File: config.mk
export PLATFORM = sky130hd
export DESIGN_NAME = rip_mem_arbiter_flat
export DESIGN_NICKNAME = d
export VERILOG_FILES = /design/src/rtl/rip_mem_arbiter_pkg.sv /design/src/rtl/rip_mem_arbiter_if.sv /design/src/rtl/rip_arb_starve_counter.sv /design/src/rtl/rip_mem_arbiter.sv /design/src/flat_wrapper.sv
export SDC_FILE = /design/constraint.sdc
export NUM_CORES = 1
export LEC_CHECK = 0
export BUFFER_PORTS_ARGS = -buffer_cell sky130_fd_sc_hd__buf_2
export CAP_MARGIN = 10
export CORE_AREA = 2 2 107 109
export CTS_CLUSTER_DIAMETER = 60
export DETAILED_ROUTE_END_ITERATION = 8
export DIE_AREA = 0 0 109 111
export GPL_ROUTABILITY_DRIVEN = 0
export PLACE_DENSITY = 0.57
export SYNTH_ARGS = -nofsm -noshare
export SYNTH_HDL_FRONTEND = slang
export SYNTH_SLANG_ARGS = --single-unit
File: constraint.sdc
create_clock -name clk -period 1.59 [get_ports clk]
set_clock_uncertainty 0.05 [all_clocks]
set_input_delay 0.0795 -clock clk [delete_from_list [all_inputs] [get_ports clk]]
set_output_delay 0.0795 -clock clk [all_outputs]
set_load 0.01 [all_outputs]
File: src/rtl/rip_mem_arbiter_pkg.sv
// Shared definitions for the instruction-fetch / memory-access arbiter.
//   rip_const : default constants (data width, starvation limit)
//   rip_type  : mem_owner_t, the source of the read response due next cycle
package rip_const;
  localparam int DATA_WIDTH_DEF   = 32;
  localparam int STARVE_LIMIT_DEF = 4;
endpackage

package rip_type;
  typedef enum logic [1:0] {
    OWN_NONE = 2'd0,
    OWN_IF   = 2'd1,
    OWN_MA   = 2'd2
  } mem_owner_t;
endpackage

File: src/rtl/rip_mem_arbiter_if.sv
// Bus bundle between the two requesters (fetch IF, data MA), the arbiter and
// a single-port synchronous memory.
//   slave  : arbiter view (requests and mem_dout in; grants, responses, mem_* out)
//   master : requester/memory view (the mirror image)
interface rip_mem_arbiter_if #(
  parameter int DATA_WIDTH = 32
);
  logic                  if_req;
  logic [DATA_WIDTH-1:0] if_addr;
  logic                  if_flush;
  logic                  if_gnt;
  logic                  if_rvalid;
  logic [DATA_WIDTH-1:0] if_rdata;

  logic                  ma_req;
  logic [3:0]            ma_we;
  logic [DATA_WIDTH-1:0] ma_addr;
  logic [DATA_WIDTH-1:0] ma_wdata;
  logic                  ma_gnt;
  logic                  ma_rvalid;
  logic [DATA_WIDTH-1:0] ma_rdata;

  logic                  mem_re;
  logic [3:0]            mem_we;
  logic [DATA_WIDTH-1:0] mem_addr;
  logic [DATA_WIDTH-1:0] mem_din;
  logic [DATA_WIDTH-1:0] mem_dout;

  modport slave (
    input  if_req, if_addr, if_flush,
    input  ma_req, ma_we, ma_addr, ma_wdata,
    input  mem_dout,
    output if_gnt, if_rvalid, if_rdata,
    output ma_gnt, ma_rvalid, ma_rdata,
    output mem_re, mem_we, mem_addr, mem_din
  );

  modport master (
    output if_req, if_addr, if_flush,
    output ma_req, ma_we, ma_addr, ma_wdata,
    output mem_dout,
    input  if_gnt, if_rvalid, if_rdata,
    input  ma_gnt, ma_rvalid, ma_rdata,
    input  mem_re, mem_we, mem_addr, mem_din
  );
endinterface

File: src/rtl/rip_arb_starve_counter.sv
// Saturating count of consecutive MA grants taken while IF was waiting.
//   clk, rst  : clock, asynchronous active-high reset
//   inc       : MA granted while IF requests
//   clr       : IF granted, or IF not requesting (clear wins over inc)
//   at_limit  : count has reached LIMIT; IF must win the next conflict
module rip_arb_starve_counter #(
  parameter int LIMIT = 4
) (
  input  logic clk,
  input  logic rst,
  input  logic inc,
  input  logic clr,
  output logic at_limit
);
  localparam logic [3:0] LIMIT_C = 4'(LIMIT);

  logic [3:0] count_p1;

  always_ff @(posedge clk or posedge rst) begin
    if (rst) begin
      count_p1 <= '0;
    end else if (clr) begin
      count_p1 <= '0;
    end else if (inc && (count_p1 != LIMIT_C)) begin
      count_p1 <= count_p1 + 4'd1;
    end
  end

  assign at_limit = (count_p1 == LIMIT_C);
endmodule

File: src/rtl/rip_mem_arbiter.sv
// Two-requester arbiter in front of a single-port synchronous memory.
// MA (data) normally wins; after STARVE_LIMIT consecutive MA wins against a
// waiting IF (fetch), IF is granted once. Grants are combinational; the read
// response appears one cycle later and is routed by the registered owner.
//   clk, rst : clock, asynchronous active-high reset
//   bus      : rip_mem_arbiter_if.slave (requests, grants, responses, memory)
module rip_mem_arbiter
  import rip_type::*;
#(
  parameter int DATA_WIDTH   = rip_const::DATA_WIDTH_DEF,
  parameter int STARVE_LIMIT = rip_const::STARVE_LIMIT_DEF
) (
  input logic              clk,
  input logic              rst,
  rip_mem_arbiter_if.slave bus
);
  function automatic logic [DATA_WIDTH-1:0] word_align(input logic [DATA_WIDTH-1:0] a);
    return a & ~DATA_WIDTH'(3);
  endfunction

  logic       starve_hit;
  logic       ma_gnt_c;
  logic       if_gnt_c;
  logic       ma_read_c;
  mem_owner_t owner_nxt;
  mem_owner_t owner_p1;
  logic       flush_p1;

  // Grant stage: rst gates grants so nothing reaches memory while in reset.
  always_comb begin
    ma_gnt_c  = !rst && bus.ma_req && !(starve_hit && bus.if_req);
    if_gnt_c  = !rst && bus.if_req && !ma_gnt_c;
    ma_read_c = ma_gnt_c && (bus.ma_we == 4'b0000);
  end

  rip_arb_starve_counter #(
    .LIMIT (STARVE_LIMIT)
  ) u_starve (
    .clk      (clk),
    .rst      (rst),
    .inc      (ma_gnt_c && bus.if_req),
    .clr      (if_gnt_c || !bus.if_req),
    .at_limit (starve_hit)
  );

  assign bus.if_gnt = if_gnt_c;
  assign bus.ma_gnt = ma_gnt_c;

  always_comb begin
    bus.mem_re   = 1'b0;
    bus.mem_we   = 4'b0000;
    bus.mem_addr = '0;
    bus.mem_din  = '0;
    if (ma_gnt_c) begin
      bus.mem_re   = ma_read_c;
      bus.mem_we   = bus.ma_we;
      bus.mem_addr = word_align(bus.ma_addr);
      bus.mem_din  = bus.ma_wdata;
    end else if (if_gnt_c) begin
      bus.mem_re   = 1'b1;
      bus.mem_addr = word_align(bus.if_addr);
    end
  end

  always_comb begin
    owner_nxt = OWN_NONE;
    if (ma_read_c) begin
      owner_nxt = OWN_MA;
    end else if (if_gnt_c) begin
      owner_nxt = OWN_IF;
    end
  end

  // Response stage: owner selects who sees mem_dout; flush_p1 remembers a
  // flush raised in the fetch grant cycle.
  always_ff @(posedge clk or posedge rst) begin
    if (rst) begin
      owner_p1 <= OWN_NONE;
      flush_p1 <= 1'b0;
    end else begin
      owner_p1 <= owner_nxt;
      flush_p1 <= if_gnt_c && bus.if_flush;
    end
  end

  assign bus.if_rvalid = (owner_p1 == OWN_IF) && !flush_p1 && !bus.if_flush;
  assign bus.ma_rvalid = (owner_p1 == OWN_MA);
  assign bus.if_rdata  = bus.mem_dout;
  assign bus.ma_rdata  = bus.mem_dout;
endmodule

File: src/flat_wrapper.sv
// flat-port wrapper written by rule: the top's interface ports become plain ports
module rip_mem_arbiter_flat import rip_type::*;
#(
  parameter int DATA_WIDTH   = rip_const::DATA_WIDTH_DEF,
  parameter int STARVE_LIMIT = rip_const::STARVE_LIMIT_DEF
)
  (clk, rst, bus_if_req, bus_if_addr, bus_if_flush, bus_ma_req, bus_ma_we, bus_ma_addr, bus_ma_wdata, bus_mem_dout, bus_if_gnt, bus_if_rvalid, bus_if_rdata, bus_ma_gnt, bus_ma_rvalid, bus_ma_rdata, bus_mem_re, bus_mem_we, bus_mem_addr, bus_mem_din);
  rip_mem_arbiter_if #(.DATA_WIDTH(DATA_WIDTH)) bus_i ();
  input logic clk;
  input logic rst;
  input wire logic [$bits(bus_i.if_req)-1:0] bus_if_req;
  input wire logic [$bits(bus_i.if_addr)-1:0] bus_if_addr;
  input wire logic [$bits(bus_i.if_flush)-1:0] bus_if_flush;
  input wire logic [$bits(bus_i.ma_req)-1:0] bus_ma_req;
  input wire logic [$bits(bus_i.ma_we)-1:0] bus_ma_we;
  input wire logic [$bits(bus_i.ma_addr)-1:0] bus_ma_addr;
  input wire logic [$bits(bus_i.ma_wdata)-1:0] bus_ma_wdata;
  input wire logic [$bits(bus_i.mem_dout)-1:0] bus_mem_dout;
  output wire logic [$bits(bus_i.if_gnt)-1:0] bus_if_gnt;
  output wire logic [$bits(bus_i.if_rvalid)-1:0] bus_if_rvalid;
  output wire logic [$bits(bus_i.if_rdata)-1:0] bus_if_rdata;
  output wire logic [$bits(bus_i.ma_gnt)-1:0] bus_ma_gnt;
  output wire logic [$bits(bus_i.ma_rvalid)-1:0] bus_ma_rvalid;
  output wire logic [$bits(bus_i.ma_rdata)-1:0] bus_ma_rdata;
  output wire logic [$bits(bus_i.mem_re)-1:0] bus_mem_re;
  output wire logic [$bits(bus_i.mem_we)-1:0] bus_mem_we;
  output wire logic [$bits(bus_i.mem_addr)-1:0] bus_mem_addr;
  output wire logic [$bits(bus_i.mem_din)-1:0] bus_mem_din;
  assign bus_i.if_req = bus_if_req;
  assign bus_i.if_addr = bus_if_addr;
  assign bus_i.if_flush = bus_if_flush;
  assign bus_i.ma_req = bus_ma_req;
  assign bus_i.ma_we = bus_ma_we;
  assign bus_i.ma_addr = bus_ma_addr;
  assign bus_i.ma_wdata = bus_ma_wdata;
  assign bus_i.mem_dout = bus_mem_dout;
  assign bus_if_gnt = bus_i.if_gnt;
  assign bus_if_rvalid = bus_i.if_rvalid;
  assign bus_if_rdata = bus_i.if_rdata;
  assign bus_ma_gnt = bus_i.ma_gnt;
  assign bus_ma_rvalid = bus_i.ma_rvalid;
  assign bus_ma_rdata = bus_i.ma_rdata;
  assign bus_mem_re = bus_i.mem_re;
  assign bus_mem_we = bus_i.mem_we;
  assign bus_mem_addr = bus_i.mem_addr;
  assign bus_mem_din = bus_i.mem_din;
  rip_mem_arbiter #(.DATA_WIDTH(DATA_WIDTH), .STARVE_LIMIT(STARVE_LIMIT)) u_core (.clk(clk), .rst(rst), .bus(bus_i));
endmodule
==> results.toml <==
[route]
wl_per_cell_um = 15.1
dr.pass1.iters = 4
avgViaCountPerCell = 3.98
drt-total-wl_um = 6840
via_count = 1807
drcViolationCount = 0
ant_nets = 0
first_iter_violations = 65

[setup_path]
worst-path-max-fanout = 5
worstPathArrival_ns = 1.76
end_kind = "primary output"
path_class = "reg2out"
startpoint_type = "register"
worstPathRequired_ns = 1.46

[pwr]
p_leak_nw = 1.37
swShare_pct = 30.0
total_power_mw = 1.11
pwr_density_cell_mw_per_mm2 = 464
p_sw_mw = 0.334
peakVddDrop_uv = 577
p_clk_share_pct = 39.2
combPwrFrac_pct = 44.2
p_int_mw = 0.778
seq_power_share_pct = 16.6

[logic_synthesis]
synth-xor-area-share_pct = 0
syn_area_mm2 = 0.00150
yosysWarnings = 0
yosys-top-cells-area = "buf_4, and2_1, a22o_1, dfrtp_1, buf_6"
synth_edf_count = 0
synth_top_area_share_pct = 33.0
avgSynthCellArea_um2 = 8.16
yosysSeqAreaShare_pct = 11.7
synth_compound_area_share_pct = 23.3
synth_top_flop_cell = "dfrtp_1"
synth-async-reset-ratio_pct = 100
post_synth_num_cell_types = 30
ys_ff_latch = 7
synthCells = 184
synth_common_cells = "buf_4, and2_1, a22o_1, dfrtp_1"
yosysMostFrequentCell = "buf_4"
synth_fa_ha_area_share_pct = 1.67
synth_top_family_by_area = "buffers and inverters"
synth_simple_gate_area_share_pct = 23.6
synth_area_leader_cell = "buf_4"
synthMuxAreaShare_pct = 0

[placed_design]
io_buffer_count = 171
hpwl_um = 3970
dp_cells = 432
place_area_mm2 = 0.00206
pre_cts_ws_ns = -0.213

[finish]
n_fill_cell = 1232
multi_input_comb_area_um2 = 901
n_antenna_cell = 0
regArea_um2 = 175
syn_to_final_growth_pct = 59.8
drive_above_1_share_pct = 69.1
fin_cells = 454
nNetsFinal = 451
stdcell_area_mm2 = 0.00240

[global_route]
grt_max_degree = 19
grt_util_all_layers_pct = 10.3
grt_pass1_wl_um = 9490
antenna_found_initial = 0
overflow = 0
grt_pass1_vias = 1764

[timing]
maxSlewViolCount = 0
fmax_ghz = 0.528
min_period_over_period_pct = 119
rsz0062_at_grt = "yes"
min_period_ns = 1.89
fin_ws_ns = -0.303
worst_pin_slew_ns = 0.588
setup_viol = 69
relSlewSlack_pct = 60.7
hold_viol_final = 0

[run_status]
status = "complete, but fails checks"
violations = "negative setup slack"

[clock_tree]
tritoncts = "done"
clk_pin_slew_ns = 0.04
clock_latency_ns = 0.23
cts.path.max_buffers = 2
cts.sinks = 7
htreeDepth = 1
cts_made_buffers = 3
cts_root_buf = "clkbuf_16"

[floorplan]
start_util_pct = 13.6
io_pins = 274
fp.dieH_um = 111
row_count = 39
die_x_um = 109
die-area_mm2 = 0.0121
design.core.area_mm2 = 0.0111

[hold_path]
min_path_type = "in2reg"

[flow_run]
maxCapViolCount = 0
-- power by group through the flow --
stage | combinational (mW) | sequential, mW | clock, mW
floorplan | 0.358 | 0.187 | 0
global placement | 0.407 | 0.187 | 0
detailed placement | 0.412 | 0.187 | 0
CTS | 0.497 | 0.185 | 0.438
global route | 0.531 | 0.186 | 0.454
finish | 0.492 | 0.185 | 0.436
-- cells by family after synthesis --
logic type               count (synthesis)
AO/OA/AOI/OAI                           39
adder cells (fa/ha/maj)                  2
buffers and inverters                   81
flip-flops                               7
other                                    1
AND/OR/NAND/NOR                         54
-- worst max-delay path: stages, from the launching register on --
cell and delay (ns):
dfrtp_1 0.38, inv_2 0.08, ha_4 0.14, nand3b_4 0.09, a211oi_4 0.26, buf_6 0.16
buf_6 0.12, a22o_1 0.15, buf_2 0.14
-- routing by layer --
| layer | up-vias | GRT usage, % | wire length (µm) |
|---|---|---|---|
| li1 | 830 | - | - |
| met1 | 862 | 13.0 | 2740 |
| met2 | 92 | 17.6 | 3480 |
| met3 | 23 | 1.70 | 445 |
| met4 | 0 | 2.99 | 168 |
| met5 | - | 0 | 0 |
-- placed cells by master, fill, tap and decap left out, types with 2 or more instances in the layout --
master / instances
buf_6: 7
nand2b_1: 2
a22o_1: 25
inv_1: 2
conb_1: 2
o21ba_4: 9
nand3_1: 2
buf_2: 167
clkbuf_16: 3
a21oi_1: 3
buf_4: 14
a22o_2: 4
dfrtp_1: 7
and2_1: 39
nand2_1: 2
inv_2: 2
-- path summary, 6_finish.rpt --
check / to / start / slack (ns) / cells past startpoint
worst min-delay path: u_core.flush_p1 / bus_if_flush / 0.03 / 2
worst max-delay path: bus_mem_addr[30] / u_core.u_starve.count_p1[0] / -0.30 / 8
max in group asynchronous: u_core.u_starve.count_p1[2] / rst / 0.76 / 4
min in group asynchronous: u_core.u_starve.count_p1[3] / rst / 0.49 / 4
worst max register to register: u_core.u_starve.count_p1[3] / u_core.u_starve.count_p1[0] / 0.01 / 6
worst min register to register: u_core.u_starve.count_p1[2] / u_core.u_starve.count_p1[2] / 0.61 / 2
-- timing repair --
item | CTS | global route
hold endpoints to repair | 7 | 0
cloned | 10 | 1
resized for setup | 20 | 1
hold buffers | 1 | 0
setup endpoints to repair | 70 | 71
setup buffers | 6 | 1
pin swaps | 2 | 4
-- registers in the layout (all words and copies together), names as in the netlist --
| name | count |
|---|---|
| u_core.flush_p1 | 1 |
| u_core.owner_p1 | 2 |
| u_core.u_starve.count_p1 | 4 |
-- layout make-up --
class	count	share of cell area (%)
clock buffers	3	3.13
clock inverters	1	0.209
inverters	4	0.626
multi-input cells	106	37.5
flip-flops and latches	7	7.30
well taps	143	7.46
repair buffers	190	43.7
-- per-stage QoR --
| step | hold slack [ns] | TNS [ns] | util [%] |
|---|---|---|---|
| 2_1_floorplan | 0.0184 | 0 | - |
| 3_3_place_gp | 0.109 | -8.37 | 18.6 |
| 3_5_place_dp | 0.109 | -12.26 | 18.6 |
| 4_1_cts | 0.0296 | -16.77 | 21.7 |
| 5_1_grt | 0.0457 | -21.43 | 21.7 |
| 6_report | 0.0259 | -15.40 | 21.7 |
(Power assumes the default switching activity.)
